File: config.mk
export PLATFORM = sky130hd
export DESIGN_NAME = ex_stage_flat
export DESIGN_NICKNAME = d
export VERILOG_FILES = /design/src/rtl/ex_stage_pkg.sv /design/src/rtl/ex_stage_if.sv /design/src/rtl/ex_stage_md.sv /design/src/rtl/ex_stage.sv /design/src/flat_wrapper.sv
export SDC_FILE = /design/constraint.sdc
export NUM_CORES = 2
export LEC_CHECK = 0
export CAP_MARGIN = 40
export CORE_MARGIN = 3
export CORE_UTILIZATION = 50
export DETAILED_ROUTE_END_ITERATION = 12
export PLACE_DENSITY = 0.73
export SLEW_MARGIN = 10
export SYNTH_ARGS = -nofsm -noshare
export SYNTH_HDL_FRONTEND = slang
export SYNTH_SLANG_ARGS = --single-unit
File: constraint.sdc
create_clock -name clk -period 7 [get_ports clk]
set_input_delay 0.7 -clock clk [delete_from_list [all_inputs] [get_ports clk]]
set_output_delay 0.7 -clock clk [all_outputs]
set_load 0.02 [all_outputs]
File: src/rtl/ex_stage_pkg.sv
// Shared RV32IM pipeline types for the execute stage: control word,
// ID/EX and EX/MEM register layouts, ALU/MD opcodes and branch funct3 codes.
package ex_stage_pkg;

  localparam int RV_XLEN = 32;
  typedef logic [RV_XLEN-1:0] xlen_t;

  typedef enum logic [3:0] {
    ALU_ADD    = 4'd0,
    ALU_SUB    = 4'd1,
    ALU_SLL    = 4'd2,
    ALU_SRL    = 4'd3,
    ALU_SRA    = 4'd4,
    ALU_SLT    = 4'd5,
    ALU_SLTU   = 4'd6,
    ALU_XOR    = 4'd7,
    ALU_OR     = 4'd8,
    ALU_AND    = 4'd9,
    ALU_PASS_B = 4'd10
  } alu_op_e;

  // Encoding follows the M-extension funct3 field
  typedef enum logic [2:0] {
    MD_MUL    = 3'd0,
    MD_MULH   = 3'd1,
    MD_MULHSU = 3'd2,
    MD_MULHU  = 3'd3,
    MD_DIV    = 3'd4,
    MD_DIVU   = 3'd5,
    MD_REM    = 3'd6,
    MD_REMU   = 3'd7
  } md_op_e;

  typedef enum logic [1:0] {
    FWD_REG = 2'b00,
    FWD_MEM = 2'b01,
    FWD_WB  = 2'b10
  } fwd_sel_e;

  localparam logic SRC_A_REG = 1'b0;
  localparam logic SRC_A_PC  = 1'b1;
  localparam logic SRC_B_REG = 1'b0;
  localparam logic SRC_B_IMM = 1'b1;

  localparam logic [2:0] F3_BEQ  = 3'b000;
  localparam logic [2:0] F3_BNE  = 3'b001;
  localparam logic [2:0] F3_BLT  = 3'b100;
  localparam logic [2:0] F3_BGE  = 3'b101;
  localparam logic [2:0] F3_BLTU = 3'b110;
  localparam logic [2:0] F3_BGEU = 3'b111;

  // An all-zero ctrl_t is a bubble
  typedef struct packed {
    alu_op_e alu_op;
    logic    alu_src_a;
    logic    alu_src_b;
    logic    branch;
    logic    jump;
    logic    jalr;
    logic    md_en;
    md_op_e  md_op;
    logic    reg_write;
    logic    mem_read;
    logic    mem_write;
  } ctrl_t;

  typedef struct packed {
    xlen_t      pc;
    xlen_t      instr;
    xlen_t      rs1_data;
    xlen_t      rs2_data;
    xlen_t      imm;
    logic [4:0] rd;
    ctrl_t      ctrl;
  } id_ex_t;

  typedef struct packed {
    xlen_t      pc;
    xlen_t      instr;
    xlen_t      alu_result;
    xlen_t      rs2_data;
    logic [4:0] rd;
    ctrl_t      ctrl;
  } ex_mem_t;

endpackage

File: src/rtl/ex_stage_if.sv
// Bundle of the execute-stage pipeline signals. The pipeline/hazard side is
// the master, the execute stage is the slave.
interface ex_stage_if;
  import ex_stage_pkg::*;

  id_ex_t     id_ex_in;
  logic [1:0] fwd_a_sel;
  logic [1:0] fwd_b_sel;
  xlen_t      ex_mem_fwd;
  xlen_t      wb_fwd;
  logic       stall;
  logic       flush;
  logic       ex_busy;
  logic       branch_taken;
  xlen_t      branch_target;
  ex_mem_t    ex_mem_out;

  modport master (
    output id_ex_in, fwd_a_sel, fwd_b_sel, ex_mem_fwd, wb_fwd, stall, flush,
    input  ex_busy, branch_taken, branch_target, ex_mem_out
  );

  modport slave (
    input  id_ex_in, fwd_a_sel, fwd_b_sel, ex_mem_fwd, wb_fwd, stall, flush,
    output ex_busy, branch_taken, branch_target, ex_mem_out
  );

endinterface

File: src/rtl/ex_stage_md.sv
// Iterative multiply/divide unit: shift-add multiply and restoring divide on
// operand magnitudes, one step per cycle, with a sign fix-up at the end.
// Divide-by-zero and INT_MIN/-1 skip the iteration and finish immediately.
module md_unit
  import ex_stage_pkg::*;
#(
  parameter int XLEN = RV_XLEN
) (
  input  logic            clk,
  input  logic            rst,
  input  logic            start,
  input  logic            flush,
  input  logic            stall,
  input  md_op_e          op,
  input  logic [XLEN-1:0] a,
  input  logic [XLEN-1:0] b,
  output logic            busy,
  output logic            done,
  output logic [XLEN-1:0] result
);

  localparam int CW = $clog2(XLEN);
  localparam logic [CW-1:0] LAST_CNT = CW'(XLEN - 1);
  localparam logic [1:0] ST_IDLE = 2'd0;
  localparam logic [1:0] ST_BUSY = 2'd1;
  localparam logic [1:0] ST_DONE = 2'd2;

  logic [1:0]        state_r;
  logic [CW-1:0]     cnt_r;
  logic [2*XLEN-1:0] acc_r;
  logic [XLEN-1:0]   opd_r;
  md_op_e            op_r;
  logic              is_div_r;
  logic              neg_q_r;
  logic              neg_r_r;
  logic [XLEN-1:0]   res_r;

  logic              is_div_s, sgn_a_s, sgn_b_s, a_neg_s, b_neg_s;
  logic [XLEN-1:0]   a_mag_s, b_mag_s, fast_res_s;
  logic              div0_s, ovf_s, fast_s;
  logic [XLEN:0]     sum_s, shifted_s;
  logic [XLEN+1:0]   diff_s;
  logic [2*XLEN-1:0] step_s;

  // Select low/high product or signed quotient/remainder after sign correction
  function automatic logic [XLEN-1:0] fix_up(input md_op_e f_op,
                                             input logic [2*XLEN-1:0] f_acc,
                                             input logic f_neg_q,
                                             input logic f_neg_r);
    logic [2*XLEN-1:0] prod;
    logic [XLEN-1:0]   quo;
    logic [XLEN-1:0]   rem;
    prod = f_neg_q ? -f_acc : f_acc;
    quo  = f_neg_q ? -f_acc[XLEN-1:0] : f_acc[XLEN-1:0];
    rem  = f_neg_r ? -f_acc[2*XLEN-1:XLEN] : f_acc[2*XLEN-1:XLEN];
    case (f_op)
      MD_MUL:                        fix_up = prod[XLEN-1:0];
      MD_MULH, MD_MULHSU, MD_MULHU:  fix_up = prod[2*XLEN-1:XLEN];
      MD_DIV, MD_DIVU:               fix_up = quo;
      default:                       fix_up = rem;
    endcase
  endfunction

  // Decode the incoming op: signedness, magnitudes and fast-path results
  always_comb begin
    is_div_s   = (op == MD_DIV) || (op == MD_DIVU) || (op == MD_REM) || (op == MD_REMU);
    sgn_a_s    = (op == MD_MULH) || (op == MD_MULHSU) || (op == MD_DIV) || (op == MD_REM);
    sgn_b_s    = (op == MD_MULH) || (op == MD_DIV) || (op == MD_REM);
    a_neg_s    = sgn_a_s && a[XLEN-1];
    b_neg_s    = sgn_b_s && b[XLEN-1];
    a_mag_s    = a_neg_s ? -a : a;
    b_mag_s    = b_neg_s ? -b : b;
    div0_s     = is_div_s && (b == '0);
    ovf_s      = ((op == MD_DIV) || (op == MD_REM)) &&
                 (a == {1'b1, {(XLEN-1){1'b0}}}) && (b == '1);
    fast_s     = div0_s || ovf_s;
    fast_res_s = '0;
    if (div0_s) begin
      if ((op == MD_DIV) || (op == MD_DIVU)) begin
        fast_res_s = '1;
      end else begin
        fast_res_s = a;
      end
    end else if (ovf_s && (op == MD_DIV)) begin
      fast_res_s = {1'b1, {(XLEN-1){1'b0}}};
    end else begin
      fast_res_s = '0;
    end
  end

  // One shift-add or restoring-divide iteration on the accumulator
  always_comb begin
    sum_s     = '0;
    shifted_s = acc_r[2*XLEN-1:XLEN-1];
    diff_s    = {1'b0, shifted_s} - {2'b00, opd_r};
    step_s    = acc_r;
    if (is_div_r) begin
      if (!diff_s[XLEN+1]) begin
        step_s = {diff_s[XLEN-1:0], acc_r[XLEN-2:0], 1'b1};
      end else begin
        step_s = {shifted_s[XLEN-1:0], acc_r[XLEN-2:0], 1'b0};
      end
    end else begin
      if (acc_r[0]) begin
        sum_s = {1'b0, acc_r[2*XLEN-1:XLEN]} + {1'b0, opd_r};
      end else begin
        sum_s = {1'b0, acc_r[2*XLEN-1:XLEN]};
      end
      step_s = {sum_s, acc_r[XLEN-1:1]};
    end
  end

  // Control FSM and datapath registers
  always_ff @(posedge clk) begin
    if (rst) begin
      state_r  <= ST_IDLE;
      cnt_r    <= '0;
      acc_r    <= '0;
      opd_r    <= '0;
      op_r     <= MD_MUL;
      is_div_r <= 1'b0;
      neg_q_r  <= 1'b0;
      neg_r_r  <= 1'b0;
      res_r    <= '0;
    end else begin
      case (state_r)
        ST_IDLE: begin
          if (start && !flush) begin
            op_r     <= op;
            is_div_r <= is_div_s;
            neg_q_r  <= a_neg_s ^ b_neg_s;
            neg_r_r  <= a_neg_s;
            cnt_r    <= '0;
            if (fast_s) begin
              res_r   <= fast_res_s;
              state_r <= ST_DONE;
            end else begin
              state_r <= ST_BUSY;
              if (is_div_s) begin
                acc_r <= {{XLEN{1'b0}}, a_mag_s};
                opd_r <= b_mag_s;
              end else begin
                acc_r <= {{XLEN{1'b0}}, b_mag_s};
                opd_r <= a_mag_s;
              end
            end
          end
        end
        ST_BUSY: begin
          if (flush) begin
            state_r <= ST_IDLE;
          end else begin
            acc_r <= step_s;
            cnt_r <= cnt_r + CW'(1);
            if (cnt_r == LAST_CNT) begin
              res_r   <= fix_up(op_r, step_s, neg_q_r, neg_r_r);
              state_r <= ST_DONE;
            end
          end
        end
        ST_DONE: begin
          if (flush || !stall) begin
            state_r <= ST_IDLE;
          end
        end
        default: state_r <= ST_IDLE;
      endcase
    end
  end

  assign busy   = ((state_r == ST_IDLE) && start) || (state_r == ST_BUSY);
  assign done   = (state_r == ST_DONE);
  assign result = res_r;

endmodule

File: src/rtl/ex_stage.sv
// RV32IM execute stage: operand forwarding, ALU, branch/jump resolution,
// iterative M-extension unit and the EX/MEM pipeline register.
module ex_stage
  import ex_stage_pkg::*;
#(
  parameter bit ENABLE_M = 1'b1,
  parameter int XLEN     = RV_XLEN
) (
  input logic       clk,
  input logic       rst,
  ex_stage_if.slave bus
);

  id_ex_t     id_s;
  xlen_t      opa_fwd_s, opb_fwd_s, op_a_s, op_b_s;
  xlen_t      alu_res_s, result_s, jalr_sum_s, br_target_s;
  logic [4:0] shamt_s;
  logic       br_cond_s, take_s;
  logic       md_start_s, md_busy_s, md_done_s;
  xlen_t      md_result_s;
  ex_mem_t    ex_mem_next_s, ex_mem_r;

  assign id_s = bus.id_ex_in;

  // Forwarding muxes and ALU source selection
  always_comb begin
    opa_fwd_s = id_s.rs1_data;
    opb_fwd_s = id_s.rs2_data;
    case (bus.fwd_a_sel)
      FWD_MEM: opa_fwd_s = bus.ex_mem_fwd;
      FWD_WB:  opa_fwd_s = bus.wb_fwd;
      default: opa_fwd_s = id_s.rs1_data;
    endcase
    case (bus.fwd_b_sel)
      FWD_MEM: opb_fwd_s = bus.ex_mem_fwd;
      FWD_WB:  opb_fwd_s = bus.wb_fwd;
      default: opb_fwd_s = id_s.rs2_data;
    endcase
    if (id_s.ctrl.alu_src_a == SRC_A_PC) begin
      op_a_s = id_s.pc;
    end else begin
      op_a_s = opa_fwd_s;
    end
    if (id_s.ctrl.alu_src_b == SRC_B_IMM) begin
      op_b_s = id_s.imm;
    end else begin
      op_b_s = opb_fwd_s;
    end
  end

  // Integer ALU
  always_comb begin
    shamt_s   = op_b_s[4:0];
    alu_res_s = '0;
    case (id_s.ctrl.alu_op)
      ALU_ADD:    alu_res_s = op_a_s + op_b_s;
      ALU_SUB:    alu_res_s = op_a_s - op_b_s;
      ALU_SLL:    alu_res_s = op_a_s << shamt_s;
      ALU_SRL:    alu_res_s = op_a_s >> shamt_s;
      ALU_SRA:    alu_res_s = $unsigned($signed(op_a_s) >>> shamt_s);
      ALU_SLT:    alu_res_s = {{(XLEN-1){1'b0}}, ($signed(op_a_s) < $signed(op_b_s))};
      ALU_SLTU:   alu_res_s = {{(XLEN-1){1'b0}}, (op_a_s < op_b_s)};
      ALU_XOR:    alu_res_s = op_a_s ^ op_b_s;
      ALU_OR:     alu_res_s = op_a_s | op_b_s;
      ALU_AND:    alu_res_s = op_a_s & op_b_s;
      ALU_PASS_B: alu_res_s = op_b_s;
      default:    alu_res_s = '0;
    endcase
  end

  // Branch condition and redirect target; compares use the forwarded registers
  always_comb begin
    case (id_s.instr[14:12])
      F3_BEQ:  br_cond_s = (opa_fwd_s == opb_fwd_s);
      F3_BNE:  br_cond_s = (opa_fwd_s != opb_fwd_s);
      F3_BLT:  br_cond_s = ($signed(opa_fwd_s) < $signed(opb_fwd_s));
      F3_BGE:  br_cond_s = ($signed(opa_fwd_s) >= $signed(opb_fwd_s));
      F3_BLTU: br_cond_s = (opa_fwd_s < opb_fwd_s);
      F3_BGEU: br_cond_s = (opa_fwd_s >= opb_fwd_s);
      default: br_cond_s = 1'b0;
    endcase
    jalr_sum_s = opa_fwd_s + id_s.imm;
    if (id_s.ctrl.jalr) begin
      br_target_s = {jalr_sum_s[XLEN-1:1], 1'b0};
    end else begin
      br_target_s = id_s.pc + id_s.imm;
    end
    // A redirect must not fire while EX is frozen or the M unit owns the slot
    take_s = (id_s.ctrl.jump || (id_s.ctrl.branch && br_cond_s)) &&
             !bus.stall && !md_busy_s;
  end

  assign md_start_s = id_s.ctrl.md_en && ENABLE_M;

  md_unit #(.XLEN(XLEN)) u_md (
    .clk    (clk),
    .rst    (rst),
    .start  (md_start_s),
    .flush  (bus.flush),
    .stall  (bus.stall),
    .op     (id_s.ctrl.md_op),
    .a      (opa_fwd_s),
    .b      (opb_fwd_s),
    .busy   (md_busy_s),
    .done   (md_done_s),
    .result (md_result_s)
  );

  // Result selection and next EX/MEM contents
  always_comb begin
    if (id_s.ctrl.jump) begin
      result_s = id_s.pc + XLEN'(4);
    end else if (id_s.ctrl.md_en) begin
      if (ENABLE_M && md_done_s) begin
        result_s = md_result_s;
      end else begin
        result_s = '0;
      end
    end else begin
      result_s = alu_res_s;
    end
    ex_mem_next_s            = '0;
    ex_mem_next_s.pc         = id_s.pc;
    ex_mem_next_s.instr      = id_s.instr;
    ex_mem_next_s.alu_result = result_s;
    ex_mem_next_s.rs2_data   = opb_fwd_s;
    ex_mem_next_s.rd         = id_s.rd;
    ex_mem_next_s.ctrl       = id_s.ctrl;
  end

  // EX/MEM register: reset, flush, stall-hold, M-busy bubble, capture
  always_ff @(posedge clk) begin
    if (rst) begin
      ex_mem_r <= '0;
    end else if (bus.flush) begin
      ex_mem_r <= '0;
    end else if (bus.stall) begin
      ex_mem_r <= ex_mem_r;
    end else if (md_busy_s) begin
      ex_mem_r <= '0;
    end else begin
      ex_mem_r <= ex_mem_next_s;
    end
  end

  assign bus.ex_busy       = md_busy_s;
  assign bus.branch_taken  = take_s;
  assign bus.branch_target = br_target_s;
  assign bus.ex_mem_out    = ex_mem_r;

endmodule

File: src/flat_wrapper.sv
// flat-port wrapper written by rule: the top's interface ports become plain ports
module ex_stage_flat import ex_stage_pkg::*;
#(
  parameter bit ENABLE_M = 1'b1,
  parameter int XLEN     = RV_XLEN
)
  (clk, rst, bus_id_ex_in, bus_fwd_a_sel, bus_fwd_b_sel, bus_ex_mem_fwd, bus_wb_fwd, bus_stall, bus_flush, bus_ex_busy, bus_branch_taken, bus_branch_target, bus_ex_mem_out);
  ex_stage_if bus_i ();
  input logic clk;
  input logic rst;
  input wire logic [$bits(bus_i.id_ex_in)-1:0] bus_id_ex_in;
  input wire logic [$bits(bus_i.fwd_a_sel)-1:0] bus_fwd_a_sel;
  input wire logic [$bits(bus_i.fwd_b_sel)-1:0] bus_fwd_b_sel;
  input wire logic [$bits(bus_i.ex_mem_fwd)-1:0] bus_ex_mem_fwd;
  input wire logic [$bits(bus_i.wb_fwd)-1:0] bus_wb_fwd;
  input wire logic [$bits(bus_i.stall)-1:0] bus_stall;
  input wire logic [$bits(bus_i.flush)-1:0] bus_flush;
  output wire logic [$bits(bus_i.ex_busy)-1:0] bus_ex_busy;
  output wire logic [$bits(bus_i.branch_taken)-1:0] bus_branch_taken;
  output wire logic [$bits(bus_i.branch_target)-1:0] bus_branch_target;
  output wire logic [$bits(bus_i.ex_mem_out)-1:0] bus_ex_mem_out;
  assign bus_i.id_ex_in = bus_id_ex_in;
  assign bus_i.fwd_a_sel = bus_fwd_a_sel;
  assign bus_i.fwd_b_sel = bus_fwd_b_sel;
  assign bus_i.ex_mem_fwd = bus_ex_mem_fwd;
  assign bus_i.wb_fwd = bus_wb_fwd;
  assign bus_i.stall = bus_stall;
  assign bus_i.flush = bus_flush;
  assign bus_ex_busy = bus_i.ex_busy;
  assign bus_branch_taken = bus_i.branch_taken;
  assign bus_branch_target = bus_i.branch_target;
  assign bus_ex_mem_out = bus_i.ex_mem_out;
  ex_stage #(.ENABLE_M(ENABLE_M), .XLEN(XLEN)) u_core (.clk(clk), .rst(rst), .bus(bus_i));
endmodule
==> impl_metrics.toml <==
[floorplan]
die_height_um = 272
die_w_um = 272
start_util = 0.510
core_um2 = 69300
ioPinCount = 436
dieArea_um2 = 74000
placementRows = 96

[logic_synthesis]
ys_async_sr_fraction = 0
yosysTopAreaCellShare = 0.164
synth_edf_count = 0
ys.flop_type = "dfxtp_1"
synth-seq-area-share = 0.164
synth.area.top_cells = "dfxtp_1 (16%), ha_1 (9.3%), a21oi_1 (8.3%), nor2_1 (7.9%), nand2_1 (5.8%)"
ys_ff_latch = 290
syn-cell-area_um2 = 35400
synth_cell_types = 111
ys_warn_count = 0
syn_nets = 5771
avgSynthCellArea_um2 = 6.74
synth_area_leader_cell = "dfxtp_1"
synth_cells = 5249

[critical_path]
start_kind = "input pin"
crit_buf_inv = 4
endpoint_kind = "flip-flop"
crit_chain = "clkdlybuf4s50_1 -> inv_1 -> ha_2 -> nor2b_1 -> or2_2 -> o21ai_0 -> inv_1 -> fa_1 -> nor2b_1 -> o21ai_0 -> a21boi_1 -> o21ai_0 -> o311ai_1 -> a31oi_1 -> o221ai_1 -> a21oi_1 -> o311ai_1 -> buf_4 -> a21o_1 -> a21oi_1 -> a221o_1 -> a21oi_1 -> o21ai_0 -> a22o_1"
crit_slowest_cell = "o21ai_0"
required_ns = 7.46
critical-path-top-delay-family = "compound AO/OA/AOI/OAI gates"
cpPeakStageDelay_ns = 0.61
crit_arrival_ns = 7.28
path_max_fanout = 10
crit_type = "in2reg"
cp_common_cell = "o21ai_0"

[finish]
postLayoutCoreUtil = 0.617
final_cell_area_um2 = 42800
multi_input_comb_area_um2 = 27400
final_common_cell = "nor2_1"
fillers = 6623
area_delta_synth_final_pct = 21.0
drive_gt1_frac = 0.0761
register_area_um2 = 5810
final_cell_mix = "nor2_1 (740), a21oi_1 (586), nand2_1 (543), clkdlybuf4s50_1 (425), o21ai_0 (343)"
final_nets = 6146

[timing]
rsz0062_at_grt = "no"
period_needed_ns = 6.81
fmaxAchievable_mhz = 147
tightest_slew_ns = 1.10
finalClockSkew_ns = 0.0255
setup_viol = 0
fin_tns_setup_ns = 0
fin_crit_sh = 0.973
slew_headroom = 0.269
finalHoldViolCount = 0
maxSlewViolCount = 0

[drt]
dr.pass1.iters = 9
vias = 45000
wl_per_cell_um = 28.7
vias_per_cell = 6.83
ant_nets = 0
drcViolationCount = 0
drt_iter0_markers = 6546
wl_mm = 189

[power]
p_total_mw = 8.06
p_leak_nw = 17.2
p_per_area_nw_per_um2 = 188
peakVddDrop_mv = 0.189

[clock_tree]
cts_tree = "built"
clkSlewWorstSetupHoldPaths_ns = 0.06
cts_resized = 0
cts_setup_buffers = 0
cts_htree_levels = 2
holdBufCountCts = 0
cts_buffer_depth = 3
clkLatencyLatePin_ns = 0.58
cts_buffers = 39
cts.sinks = 290
cts_root_buffer = "clkbuf_16"

[global_routing]
grt_max_degree = 102
antenna_found_initial = 13
grt_overflow_total = 0
grtUsageTotal = 0.487
grt_pass1_vias = 41300
grt_pass1_wl_mm = 274

[placement]
portBuffers = 435
dpl_cell_area_um2 = 41500
place.gp.congestion = 1.15
hpwl_mm = 148

[run]
drv_cap = 0

[outcome]
status = "finished, final reports clean"

[min_path]
hold_path.class = "reg2reg"
==> cells in the mapped netlist, drive strengths merged, types with 64 or more instances <==
cell	instances
xnor2	147
mux2i	121
ha	263
nor2	748
a221o	64
o21ai	400
inv	223
o211ai	65
nor3	146
xor2	104
buf	70
a21oi	588
nand2b	69
nand3	105
a211oi	108
a21o	65
a22oi	83
dfxtp	290
clkbuf	282
nand2	544
==> routing by layer <==
| layer | up-vias | track usage | routed length, um |
|---|---|---|---|
| met5 | - | 0 | 49 |
| met4 | 8 | 0.319 | 16200 |
| met3 | 939 | 0.158 | 25900 |
| met2 | 3478 | 0.741 | 78900 |
| met1 | 20800 | 0.589 | 68500 |
| li1 | 19800 | - | - |
==> worst reg2reg max path, stage by stage, from the launching register on <==
cell and delay (ns):
dfxtp_1 0.44, inv_1 0.08, ha_1 0.23, fa_1 0.41, nand2b_1 0.19, a21o_1 0.22, a211o_1 0.36, o21ai_1 0.54
nand3_1 0.27, o21ai_0 0.41, xor2_1 0.13, nand2_1 0.09, a32o_1 0.42, nand3_1 0.22, or4_1 0.61, or4_1 0.54
mux2i_1 0.14, a211oi_1 0.43, o22ai_1 0.14
==> area by class of cell <==
cell class                      count  area share
Multi-Input combinational cell   4377       0.640
Timing Repair Buffer              686       0.147
Clock buffer                       49      0.0258
Inverter                          230      0.0202
Antenna cell                       14    0.000819
Clock inverter                     15     0.00336
Sequential cell                   290       0.136
Tap cell                          931      0.0272
==> logic make-up (layout without fill, tap and decap cells) <==
group	after synthesis	in the layout	share of synthesized area
compound gates	1846	1846	0.339
xor+xnor	251	251	0.0622
fa+ha+maj	269	269	0.0964
buf+inv	582	980	0.0640
flops	290	290	0.164
mux	127	127	0.0366
other cells	0	14	0
simple gates	1884	1884	0.238
==> worst paths after layout <==
path,from,to,slack [ns],depth (start not counted)
worst max-delay path,bus_fwd_a_sel[0],u_core.bus.ex_mem_out[79]$_SDFFE_PP0N_,0.19,24
worst min-delay path,u_core.u_md.result[30]$_SDFFE_PP0P_,u_core.u_md.result[30]$_SDFFE_PP0P_,0.46,2
worst max register to register,u_core.u_md.acc_r[31]$_SDFFE_PP0P_,u_core.u_md.result[29]$_SDFFE_PP0P_,1.01,18
worst min register to register,u_core.u_md.result[30]$_SDFFE_PP0P_,u_core.u_md.result[30]$_SDFFE_PP0P_,0.46,2
==> state kept, by name, summed over array words and instances, names as in the netlist <==
name / flops
u_core.u_md.cnt_r: 5
u_core.u_md.neg_q_r: 1
u_core.u_md.is_div_r: 1
u_core.u_md.neg_r_r: 1
u_core.u_md.opd_r: 32
u_core.u_md.acc_r: 64
u_core.bus.ex_mem_out: 149
u_core.u_md.result: 32
u_core.u_md.op_r: 3
u_core.u_md.state_r: 2
==> stage by stage <==
stage | instances | hold WS [ns] | setup slack (ns)
2_1_floorplan | 5249 | 0.432 | 0.461
3_3_place_gp | 6498 | 0.444 | -0.0526
3_5_place_dp | 6511 | 0.449 | -0.0928
4_1_cts | 6575 | 0.455 | 0.0596
5_1_grt | 6580 | 0.494 | 0.0764
6_report | 6592 | 0.457 | 0.187
==> report_power, final <==
part / switching (mW) / internal [mW] / total (mW)
clock network: 0.862 / 1.19 / 2.05
logic: 2.76 / 1.49 / 4.25
registers: 0.0571 / 1.70 / 1.76
total: 3.68 / 4.38 / 8.06
(Power assumes the default switching activity.)
